==> src/rtl/p4_alu_arbiter_if.sv <==
// Bundle between requesters, the round-robin ALU arbiter and the shared XOR/OR datapath.
// The arbiter takes the slave view; requesters plus the datapath drive through master.
interface p4_alu_arbiter_if #(
    parameter int N_REQ = 2,
    parameter int DW    = 3
);
    logic [N_REQ-1:0]    Req;
    logic [N_REQ*DW-1:0] Req_A;
    logic [N_REQ*DW-1:0] Req_B;
    logic [N_REQ-1:0]    Req_Op;
    logic [N_REQ-1:0]    Done;
    logic [DW-1:0]       Rsp_Data;
    logic                Busy;
    logic [DW-1:0]       Dp_A;
    logic [DW-1:0]       Dp_B;
    logic                Dp_Ora;
    logic                Dp_Ad;
    logic [DW-1:0]       Dp_C;

    modport master (
        output Req, Req_A, Req_B, Req_Op, Dp_C,
        input  Done, Rsp_Data, Busy, Dp_A, Dp_B, Dp_Ora, Dp_Ad
    );

    modport slave (
        input  Req, Req_A, Req_B, Req_Op, Dp_C,
        output Done, Rsp_Data, Busy, Dp_A, Dp_B, Dp_Ora, Dp_Ad
    );
endinterface

==> src/rtl/p4_alu_arbiter.sv <==
// Round-robin scheduler sharing one registered XOR/OR datapath among N_REQ requesters.
// Define P4_ARB_OPCNT_EN to add the saturating Op_Cnt completion counter port.
module p4_alu_arbiter #(
    parameter int N_REQ = 2,
    parameter int DW    = 3
) (
    input logic Clk,
    input logic Rst,
    p4_alu_arbiter_if.slave bus
`ifdef P4_ARB_OPCNT_EN
    ,
    output logic [7:0] Op_Cnt
`endif
);
    localparam int IW = $clog2(N_REQ);

    typedef enum logic [1:0] {IDLE, ISSUE, WAIT, RESP} stateT;

    stateT            state, stateNext;
    logic [IW-1:0]    last, lastNext;
    logic [IW-1:0]    grant, grantNext;
    logic [N_REQ-1:0] done, doneNext;
    logic [DW-1:0]    rspData, rspNext;
    logic             busy, busyNext;
    logic [DW-1:0]    dpA, aNext;
    logic [DW-1:0]    dpB, bNext;
    logic             dpOra, oraNext;
    logic             dpAd, adNext;
    logic             found;
    logic [IW-1:0]    pick;
    logic [IW-1:0]    cand;

    // Dp_A/Dp_B/Dp_Ora double as the operand latch, so they are loaded at grant and held afterwards.
    always_comb begin
        stateNext = state;
        lastNext  = last;
        grantNext = grant;
        doneNext  = '0;
        rspNext   = rspData;
        busyNext  = busy;
        aNext     = dpA;
        bNext     = dpB;
        oraNext   = dpOra;
        adNext    = 1'b1;
        found     = 1'b0;
        pick      = '0;
        cand      = '0;

        for (int k = 1; k <= N_REQ; k++) begin
            cand = IW'((int'(last) + k) % N_REQ);
            if (!found && bus.Req[cand]) begin
                found = 1'b1;
                pick  = cand;
            end
        end

        case (state)
            IDLE: begin
                if (found) begin
                    grantNext = pick;
                    lastNext  = pick;
                    aNext     = bus.Req_A[pick*DW +: DW];
                    bNext     = bus.Req_B[pick*DW +: DW];
                    oraNext   = bus.Req_Op[pick];
                    adNext    = 1'b0;
                    busyNext  = 1'b1;
                    stateNext = ISSUE;
                end
            end
            ISSUE: begin
                stateNext = WAIT;
            end
            WAIT: begin
                rspNext         = bus.Dp_C;
                doneNext[grant] = 1'b1;
                stateNext       = RESP;
            end
            RESP: begin
                busyNext  = 1'b0;
                stateNext = IDLE;
            end
            default: begin
                stateNext = IDLE;
            end
        endcase
    end

    always_ff @(posedge Clk) begin
        if (Rst) begin
            state   <= IDLE;
            last    <= IW'(N_REQ - 1);
            grant   <= '0;
            done    <= '0;
            rspData <= '0;
            busy    <= 1'b0;
            dpA     <= '0;
            dpB     <= '0;
            dpOra   <= 1'b0;
            dpAd    <= 1'b1;
        end else begin
            state   <= stateNext;
            last    <= lastNext;
            grant   <= grantNext;
            done    <= doneNext;
            rspData <= rspNext;
            busy    <= busyNext;
            dpA     <= aNext;
            dpB     <= bNext;
            dpOra   <= oraNext;
            dpAd    <= adNext;
        end
    end

`ifdef P4_ARB_OPCNT_EN
    logic [7:0] opCnt;

    // Counts completions, sticking at 255 rather than wrapping.
    always_ff @(posedge Clk) begin
        if (Rst) begin
            opCnt <= '0;
        end else if (state == RESP && opCnt != 8'hFF) begin
            opCnt <= opCnt + 8'd1;
        end
    end

    assign Op_Cnt = opCnt;
`endif

    assign bus.Done     = done;
    assign bus.Rsp_Data = rspData;
    assign bus.Busy     = busy;
    assign bus.Dp_A     = dpA;
    assign bus.Dp_B     = dpB;
    assign bus.Dp_Ora   = dpOra;
    assign bus.Dp_Ad    = dpAd;
endmodule

==> src/flat_wrapper.sv <==
// flat-port wrapper written by rule: the top's interface ports become plain ports
module p4_alu_arbiter_flat 
#(
    parameter int N_REQ = 2,
    parameter int DW    = 3
)
  (Clk, Rst, bus_Req, bus_Req_A, bus_Req_B, bus_Req_Op, bus_Dp_C, bus_Done, bus_Rsp_Data, bus_Busy, bus_Dp_A, bus_Dp_B, bus_Dp_Ora, bus_Dp_Ad);
  p4_alu_arbiter_if #(.N_REQ(N_REQ), .DW(DW)) bus_i ();
  input logic Clk;
  input logic Rst;
  input wire logic [$bits(bus_i.Req)-1:0] bus_Req;
  input wire logic [$bits(bus_i.Req_A)-1:0] bus_Req_A;
  input wire logic [$bits(bus_i.Req_B)-1:0] bus_Req_B;
  input wire logic [$bits(bus_i.Req_Op)-1:0] bus_Req_Op;
  input wire logic [$bits(bus_i.Dp_C)-1:0] bus_Dp_C;
  output wire logic [$bits(bus_i.Done)-1:0] bus_Done;
  output wire logic [$bits(bus_i.Rsp_Data)-1:0] bus_Rsp_Data;
  output wire logic [$bits(bus_i.Busy)-1:0] bus_Busy;
  output wire logic [$bits(bus_i.Dp_A)-1:0] bus_Dp_A;
  output wire logic [$bits(bus_i.Dp_B)-1:0] bus_Dp_B;
  output wire logic [$bits(bus_i.Dp_Ora)-1:0] bus_Dp_Ora;
  output wire logic [$bits(bus_i.Dp_Ad)-1:0] bus_Dp_Ad;
  assign bus_i.Req = bus_Req;
  assign bus_i.Req_A = bus_Req_A;
  assign bus_i.Req_B = bus_Req_B;
  assign bus_i.Req_Op = bus_Req_Op;
  assign bus_i.Dp_C = bus_Dp_C;
  assign bus_Done = bus_i.Done;
  assign bus_Rsp_Data = bus_i.Rsp_Data;
  assign bus_Busy = bus_i.Busy;
  assign bus_Dp_A = bus_i.Dp_A;
  assign bus_Dp_B = bus_i.Dp_B;
  assign bus_Dp_Ora = bus_i.Dp_Ora;
  assign bus_Dp_Ad = bus_i.Dp_Ad;
  p4_alu_arbiter #(.N_REQ(N_REQ), .DW(DW)) u_core (.Clk(Clk), .Rst(Rst), .bus(bus_i));
endmodule
==> config.mk <==
export PLATFORM = sky130hd
export DESIGN_NAME = p4_alu_arbiter_flat
export DESIGN_NICKNAME = d
export VERILOG_FILES = /design/src/rtl/p4_alu_arbiter_if.sv /design/src/rtl/p4_alu_arbiter.sv /design/src/flat_wrapper.sv
export SDC_FILE = /design/constraint.sdc
export NUM_CORES = 1
export LEC_CHECK = 0
export ABC_CLOCK_PERIOD_IN_PS = 1300
export CAP_MARGIN = 20
export CORE_UTILIZATION = 35
export DETAILED_ROUTE_END_ITERATION = 6
export GPL_TIMING_DRIVEN = 0
export PLACE_DENSITY = 0.78
export SETUP_SLACK_MARGIN = 0.02
export SLEW_MARGIN = 20
export SYNTH_ARGS = -nofsm -noshare
export SYNTH_HDL_FRONTEND = slang
export SYNTH_SLANG_ARGS = --single-unit
==> constraint.sdc <==
create_clock -name Clk -period 1.3 [get_ports Clk]
set_clock_uncertainty 0.05 [all_clocks]
set_input_delay 0.195 -clock Clk [delete_from_list [all_inputs] [get_ports Clk]]
set_output_delay 0.195 -clock Clk [all_outputs]
set_load 0.005 [all_outputs]
## Word level (Yosys, flattened, before mapping)

Index checks and enable logic that the tools add are counted.

| storage, ports and cells | value |
|---|---|
| ROM bits | 0 |
| output and inout bits | 14 |
| bits in latches | 0 |
| register bits after elaboration | 18 |
| memories kept | 0 |
| input bits | 21 |
| bits in writable memories | 0 |

| operators by class | value |
|---|---|
| mux-type cells | 17 |
| order comparisons | 5 |
| reductions and logical operators | 9 |
| bitwise gates (word level) | 2 |
| shift-type cells | 2 |
| equal/unequal tests | 4 |
| div/mod/pow operators | 0 |
| multipliers | 1 |
| $add $sub $neg | 2 |

Operators with widths:

| kind | number |
|---|---|
| 2-to-1 mux 1 bit | 13 |
| variable part select 6 x 4 -> 3 bit | 2 |
| < comparator 1 x 2 -> 1 bit (second input constant) | 4 |
| case mux 2 bit (4 select lines) | 1 |
| == test 2 bit (second input constant) | 2 |
| AND reduction 2 bit | 2 |
| OR reduction 2 bit | 2 |
| multiplier 1 x 2 -> 3 bit (second input constant) | 1 |
| adder 1 bit (second input constant) | 2 |
| == test 2 x 1 -> 1 bit (second input constant) | 1 |
| logical AND 1 bit | 2 |
| logical NOT 2 bit | 1 |
| 2-to-1 mux 2 bit | 1 |
| != test 2 x 1 -> 1 bit (second input constant) | 1 |
| inverter 1 bit | 2 |
| case mux 1 bit (2 select lines) | 1 |
| nonzero test 2 bit | 1 |
| demux 1 bit (select 1 bit) | 1 |
| greater-or-equal comparator 1 bit (second input constant) | 1 |
| logical NOT 1 bit | 1 |

## Logic depth before layout (Yosys ltp)

Gate-level depths: netlist (run 1).

| logic depth | value |
|---|---|
| depth after elaboration | 9 |
| gate-level depth with buffers | 6 |
| gate-level depth less buffers | 5 |

## Worst setup path before layout (run 1)

OpenSTA, ideal clock, no wires.

| timing | value |
|---|---|
| path kind | register to register |
| from | register u_core.state[0] |
| to | register u_core.dpA[1] (netlist: u_core.bus.Dp_A[1]) |
| arrival time | 1.200 ns |
| stages on the path, launching flop included | 7 |
| slack | -0.035 ns |
| clock period less this slack | 1.335 ns |
| cells stage by stage | dfxtp_1 inv_1 ha_1 o21a_2 buf_4 nor2_1 a211oi_1 |

| between the ends | value |
|---|---|
| cells in the longest elaborated chain, start to end | 2 |

Ends and longest elaborated chain:

| element | RTL line | source |
|---|---|---|
| start: declaration | p4_alu_arbiter.sv:19 | `stateT state, stateNext;` |
| start signal: assignment | p4_alu_arbiter.sv:101 | `state <= stateNext;` |
| logical NOT 2 bit | p4_alu_arbiter.sv:57 | `case (state)` |
| AND reduction 2 bit (no source line) | -- |  |
| end signal: assignment | p4_alu_arbiter.sv:107 | `dpA <= aNext;` |
| end: declaration | p4_alu_arbiter.sv:25 | `logic [DW-1:0] dpA, aNext;` |

No other way between the ends.
A chain may end at the register's enable or synchronous reset.

## Worst setup path after layout (run 1)

| timing | value |
|---|---|
| from | register u_core.state[1] |
| to | register u_core.last |

| between the ends | value |
|---|---|
| cells in the longest elaborated chain, start to end | 2 |

Ends and longest elaborated chain:

| element | RTL line | source |
|---|---|---|
| logical NOT 2 bit | p4_alu_arbiter.sv:57 |  |
| AND reduction 2 bit (no source line) | -- |  |
| end signal: assignment | p4_alu_arbiter.sv:91 | `last <= IW'(N_REQ - 1);` |
| end signal: assignment | p4_alu_arbiter.sv:102 | `last <= lastNext;` |
| end: declaration | p4_alu_arbiter.sv:20 | `logic [IW-1:0] last, lastNext;` |

No other way between the ends.

==> results.cfg, run 1 <==
[route]
drc = 0
post_drt_wl_per_cell_um = 12.9
wl_mm = 1.91
via_count = 715
antenna_left = 0
drt_iter0_markers = 7
via_per_inst = 4.83
dr.pass1.iters = 3

[critical_path]
arrival_ns = 1.42
end_kind = flip-flop
cp.required_ns = 1.44
crit_path_start_kind = flip-flop
crit_type = reg -> reg
worstPathMaxFanout = 5

[floorplan]
die_w_um = 48.5
initial_core_util_pct = 37.8
io_pins = 35
num_rows = 16
core_area_mm2 = 0.00200
dieArea_mm2 = 0.00235
die_h_um = 48.5

[hold_path]
worstHoldPathType = in -> reg

[placement]
globalplace.congestion = 0.776
detailed_place_hpwl_mm = 1.14
placed_cells = 136
place_ws_ns = -0.322
io_buffers = 33

[clock_network]
ctsLongestPathBuffers = 2
cts.clk_slew.worst_paths_ns = 0.11
cts_sinks = 18
cts_tree = yes
cts_buffers = 3
root_buffer = clkbuf_4
insertion_delay_ns = 0.30
hold_buffers = 0
cts_max_level = 1

[layout]
final_util_pct = 64.1
final_cell_mix = 17 x clkdlybuf4s50_1, 16 x dlygate4sd2_1, 13 x nor2_1
final_common_cell = clkdlybuf4s50_1
n_antenna_cell = 0
stdcell_count = 148
drive_gt1_share_pct = 29.8
area_growth_pct = 69.6
nets = 147

[synthesis]
ys_seq_elements = 18
synth.avg_cell_area_um2 = 9.96
yosysSeqAreaShare_pct = 47.6
syn-cell-area_um2 = 757
yosys.cell_types.count = 21
yosys_warnings = 0
synth_cells = 76
syn-num-nets = 100

[status]
outcome = complete, no violations

[global_route]
grt_pass1_vias = 709
antenna_found_initial = 0
grt_max_degree = 11
grt-ovfl-total = 0
grt_pass1_wl_mm = 3.22
gr-usage-all-layers_pct = 18.0

[sta]
max_freq_ghz = 0.782
slew_violations = 0
rsz0062_at_grt = true
slew_headroom_pct = 67.7
tightest_slew_ns = 0.484
layout_setup_ws_ns = 0.0214
finalSetupTns_ns = 0
period_needed_ns = 1.28
hold_viol_final = 0
fin_crit_sh_pct = 98.4
setup_viol = 0

[power_and_ir_drop]
powerDensity_mw_per_mm2 = 1960
peakVddDrop_v = 0.000857
p_leak_uw = 0.000558
total_power_uw = 2510

[flow_run]
drv_cap = 0
==> layer usage <==
metal	global-route usage (%)	wire [µm]	vias up
met4	11.3	52	0
met3	3.14	71	6
met2	31.9	941	19
met5	0	0	-
li1	-	-	356
met1	19.8	844	334
==> final cells by class <==
cell class                      instances  area [µm²]
Timing Repair Buffer                   43         403
Inverter                                3        11.3
Fill cell                             165         718
Buffer                                  4        33.8
Clock buffer                            3        22.5
Multi-Input combinational cell         50         408
Tap cell                               27        33.8
Sequential cell                        18         372
==> state kept, by name (all words and copies together), names as in the netlist <==
name and cells:
u_core.bus.Busy 1, u_core.bus.Done 2, u_core.bus.Dp_A 3, u_core.bus.Dp_Ad 1, u_core.bus.Dp_B 3, u_core.bus.Dp_Ora 1
u_core.bus.Rsp_Data 3, u_core.grant 1, u_core.last 1, u_core.state 2
==> timing repair <==
item | CTS | global route
setup buffers | 6 | 3
cloned | 0 | 1
pin swaps | 1 | 3
setup endpoints to repair | 27 | 11
gates resized for setup | 30 | 7
==> logic make-up after synthesis <==
| group | share of synthesized area, % |
|---|---|
| and+or+nand+nor | 12.4 |
| DFF | 47.6 |
| AOI/OAI and AO/OA | 15.0 |
| muxes | 14.5 |
| buffers and inverters | 5.45 |
| adders and majority gates | 4.96 |
==> synth_stat cells <==
master	instances	share of area [%]
a211oi_1	8	7.9
clkbuf_1	3	1.5
and3b_1	1	1.2
o21ai_0	2	1.3
mux2i_1	11	15
nor3_1	1	0.66
nand2_1	1	0.50
nor3b_1	2	2.0
or2_2	1	0.83
dfxtp_1	18	48
a22oi_1	1	0.99
nor2_1	13	6.4
nand2b_1	1	0.83
a21oi_1	2	1.3
ha_1	3	5.0
a31oi_1	1	0.83
inv_1	3	1.5
a21boi_2	1	1.5
buf_4	1	0.99
buf_6	1	1.5
o21a_2	1	1.2
==> critical path, stage by stage (launching register included) <==
cell     delay (ns)
dfxtp_2        0.39
inv_2          0.06
ha_4           0.17
a21oi_1        0.16
a31oi_1        0.06
or2_2          0.28
==> power by group <==
part	total, µW	leakage, µW	switching, µW	internal [µW]
Combinational	1370	0.000393	568	803
Sequential	853	0.000151	100	752
Clock	286	0.0000138	178	108
==> path summary, 6_finish.rpt <==
| kind | from | endpoint | slack, ns | cells past startpoint |
|---|---|---|---|---|
| max | u_core.state[1] | u_core.last | 0.02 | 5 |
| min | Rst | u_core.bus.Dp_B[0] | 0.29 | 2 |
| max reg2reg | u_core.state[1] | u_core.last | 0.02 | 5 |
| min reg2reg | u_core.grant | u_core.bus.Done[0] | 0.40 | 1 |
==> stage by stage <==
stage	hold slack, ns	area (µm²)
2_1_floorplan	0.292	764
3_3_place_gp	0.383	1130
3_5_place_dp	0.394	1130
4_1_cts	0.243	1210
5_1_grt	0.329	1280
6_report	0.286	1280
Note: power is estimated with default switching activity, not from simulation.
==> run 2, diff against run 1 <==
--- a/config.mk
+++ b/config.mk
@@ -5,12 +5,12 @@
 export SDC_FILE = /design/constraint.sdc
 export NUM_CORES = 1
 export LEC_CHECK = 0
-export ABC_CLOCK_PERIOD_IN_PS = 1300
+export ABC_CLOCK_PERIOD_IN_PS = 1600
 export CAP_MARGIN = 20
-export CORE_UTILIZATION = 35
+export CORE_UTILIZATION = 42
 export DETAILED_ROUTE_END_ITERATION = 6
 export GPL_TIMING_DRIVEN = 0
-export PLACE_DENSITY = 0.78
+export PLACE_DENSITY = 0.87
 export SETUP_SLACK_MARGIN = 0.02
 export SLEW_MARGIN = 20
 export SYNTH_ARGS = -nofsm -noshare
==> constraint.sdc (replaced) <==
create_clock -name Clk -period 1.6 [get_ports Clk]
set_clock_uncertainty 0.05 [all_clocks]
set_input_delay 0.24 -clock Clk [delete_from_list [all_inputs] [get_ports Clk]]
set_output_delay 0.24 -clock Clk [all_outputs]
set_load 0.005 [all_outputs]
==> run 2 against run 1 <==
Net effect: global-route usage rose by 0.59 points; clock power barely moved; combinational power fell by 42%; critical path depth fell by 4; non-clock buffer count fell by 9; final area fell by 9.1%; die area fell by 16%; flip-flop and latch count did not move; cell count fell by 7.4%; setup slack improved by 0.12 ns; register-to-register slack improved by 0.15 ns; hold slack improved by 0.0090 ns; largest cell class is now multi-input combinational cells.
==> results.cfg, run 2 (synthesis gave the netlist of run 1 again) <==
[clock_network]
root_buffer = clkbuf_4
postCtsSetupRepairBufs = 0
ctsLongestPathBuffers = 2
hold_buffers = 0
cts_tree = yes
insertion_delay_ns = 0.30
cts.clk_slew.worst_paths_ns = 0.11
cts_max_level = 1
cts_buffers = 3
ctsResizeCount = 0
cts_sinks = 18

[floorplan]
initial_core_util_pct = 47.5
die_w_um = 44.5
core_area_mm2 = 0.00159
die_h_um = 44.5
io_pins = 35
num_rows = 14
dieArea_mm2 = 0.00198

[global_route]
grt_pass1_vias = 661
gr-usage-all-layers_pct = 18.6
grt_pass1_wl_mm = 2.68
grt-ovfl-total = 0
antenna_found_initial = 0
grt_max_degree = 11

[sta]
hold_viol_final = 0
fin_crit_sh_pct = 91.1
slew_violations = 0
setup_viol = 0
max_freq_ghz = 0.686
slew_headroom_pct = 72.6
rsz0062_at_grt = false
period_needed_ns = 1.46
tightest_slew_ns = 0.411

[layout]
n_antenna_cell = 0
fill_cells = 114
drive_gt1_share_pct = 9.73
nets = 138
final_cell_mix = 33 x clkdlybuf4s50_1, 18 x dfxtp_1, 13 x nor2_1
postLayoutCellArea_mm2 = 0.00117
final_util_pct = 73.2
final_common_cell = clkdlybuf4s50_1
area_growth_pct = 54.2

[hold_path]
worstHoldPathType = in -> reg
min_path_cells = 2
min_from = Rst
worstHoldEndpoint = u_core.bus.Dp_A[2]

[critical_path]
cp.required_ns = 1.31
crit_type = reg -> out
crit_buf_inv = 1
crit-reg2reg-capture = u_core.bus.Dp_A[1]
reg2reg_slack_ns = 0.17
worstPathMaxFanout = 2
timing.rr.start = u_core.state[0]
crit_chain = clkdlybuf4s50_1
arrival_ns = 1.17
end_kind = output pin
crit_path_start_kind = flip-flop
reg2regPathDepth = 6
slowest_stage = clkdlybuf4s50_1
max_stage_delay_ns = 0.51
path_delay_family = buffers and inverters

[flow_run]
drv_cap = 0

[power_and_ir_drop]
peakVddDrop_v = 0.000868
powerDensity_mw_per_mm2 = 1510
p_comb_share_pct = 45.1
switching_share_pct = 32.5
internal_power_uw = 1190
seqPwrFrac_pct = 38.6
p_leak_uw = 0.000448
pwr-share-clk_pct = 16.3
p_switching_uw = 572

[route]
drc = 0
antenna_left = 0
wl_mm = 1.66
via_count = 672
post_drt_wl_per_cell_um = 12.1
via_per_inst = 4.91
dr.pass1.iters = 4
drt_iter0_markers = 11

[placement]
detailed_place_hpwl_mm = 1.26
place_area_mm2 = 0.00112
globalplace.congestion = 0.686
io_buffers = 33

[status]
outcome = complete, no violations
## run 2: changes by cell type in the layout (fill, tap and decap cells not counted), moves of 2 or more
cell             before  now
inv_2                 2    0
dfxtp_2               9    0
inv_1                 1    3
a211oi_2              4    0
a211oi_1              4    8
clkdlybuf4s50_1      17   33
dlygate4sd2_1        16    0
buf_4                 9    1
dfxtp_1               9   18
## run 2: worst max-delay path by stage
| stage | start | to | slack, ns | cells past startpoint |
|---|---|---|---|---|
| detailed placement | bus_Req[0] | u_core.bus.Dp_B[1] | -0.07 | 5 |
| finish | u_core.bus.Dp_A[2] | bus_Dp_A[2] | 0.14 | 1 |
| global placement | bus_Req[0] | u_core.bus.Dp_B[1] | -0.03 | 5 |
| floorplan | u_core.state[0] | u_core.bus.Dp_A[1] | 0.26 | 6 |
| global route | u_core.state[1] | u_core.bus.Dp_B[1] | 0.06 | 6 |
| CTS | u_core.state[0] | u_core.bus.Dp_A[1] | 0.05 | 6 |
## run 2: layout make-up
| cell class | count | area [µm²] | share of cell area (%) |
|---|---|---|---|
| Sequential cell | 18 | 360 | 30.9 |
| Clock buffer | 4 | 36.3 | 3.11 |
| Buffer | 5 | 30.0 | 2.57 |
| Tap cell | 24 | 30.0 | 2.57 |
| Timing Repair Buffer | 33 | 330 | 28.3 |
| Multi-Input combinational cell | 50 | 369 | 31.6 |
| Inverter | 3 | 11.3 | 0.965 |
## run 2: metal layers
layer | vias to the layer above | global-route usage, % | part of all wire, %
met5 | - | 0 | 0
met4 | 0 | 7.88 | 1.1
met3 | 2 | 3.67 | 4.1
met2 | 23 | 33.5 | 51
met1 | 308 | 21.1 | 43
li1 | 339 | - | -
## run 2: power groups by stage
stage          sequential, µW  combinational [µW]  clock, µW
2_1_floorplan             688                 420          0
3_3_place_gp              679                 749          0
3_5_place_dp              688                 774          0
4_1_cts                   678                 777        281
5_1_grt                   698                 870        297
6_report                  679                 794        286
## run 2: per-stage QoR
stage	setup TNS [ns]	hold WS (ns)	power, µW	instances	setup slack (ns)
after detailed placement	-0.318	0.383	1460	133	-0.0684
after floorplan	0	0.337	1110	76	0.265
final	0	0.295	1760	137	0.143
after global routing	0	0.319	1870	137	0.0631
after CTS	0	0.303	1740	137	0.0536
after global placement	-0.144	0.375	1430	133	-0.0262
## run 2: worst register-to-register path, stage by stage, from the launching register on
cell and delay [ns]:
dfxtp_1 0.34, inv_1 0.09, ha_2 0.26, o21a_4 0.20
buf_4 0.18, nor2_1 0.05, a211oi_1 0.18
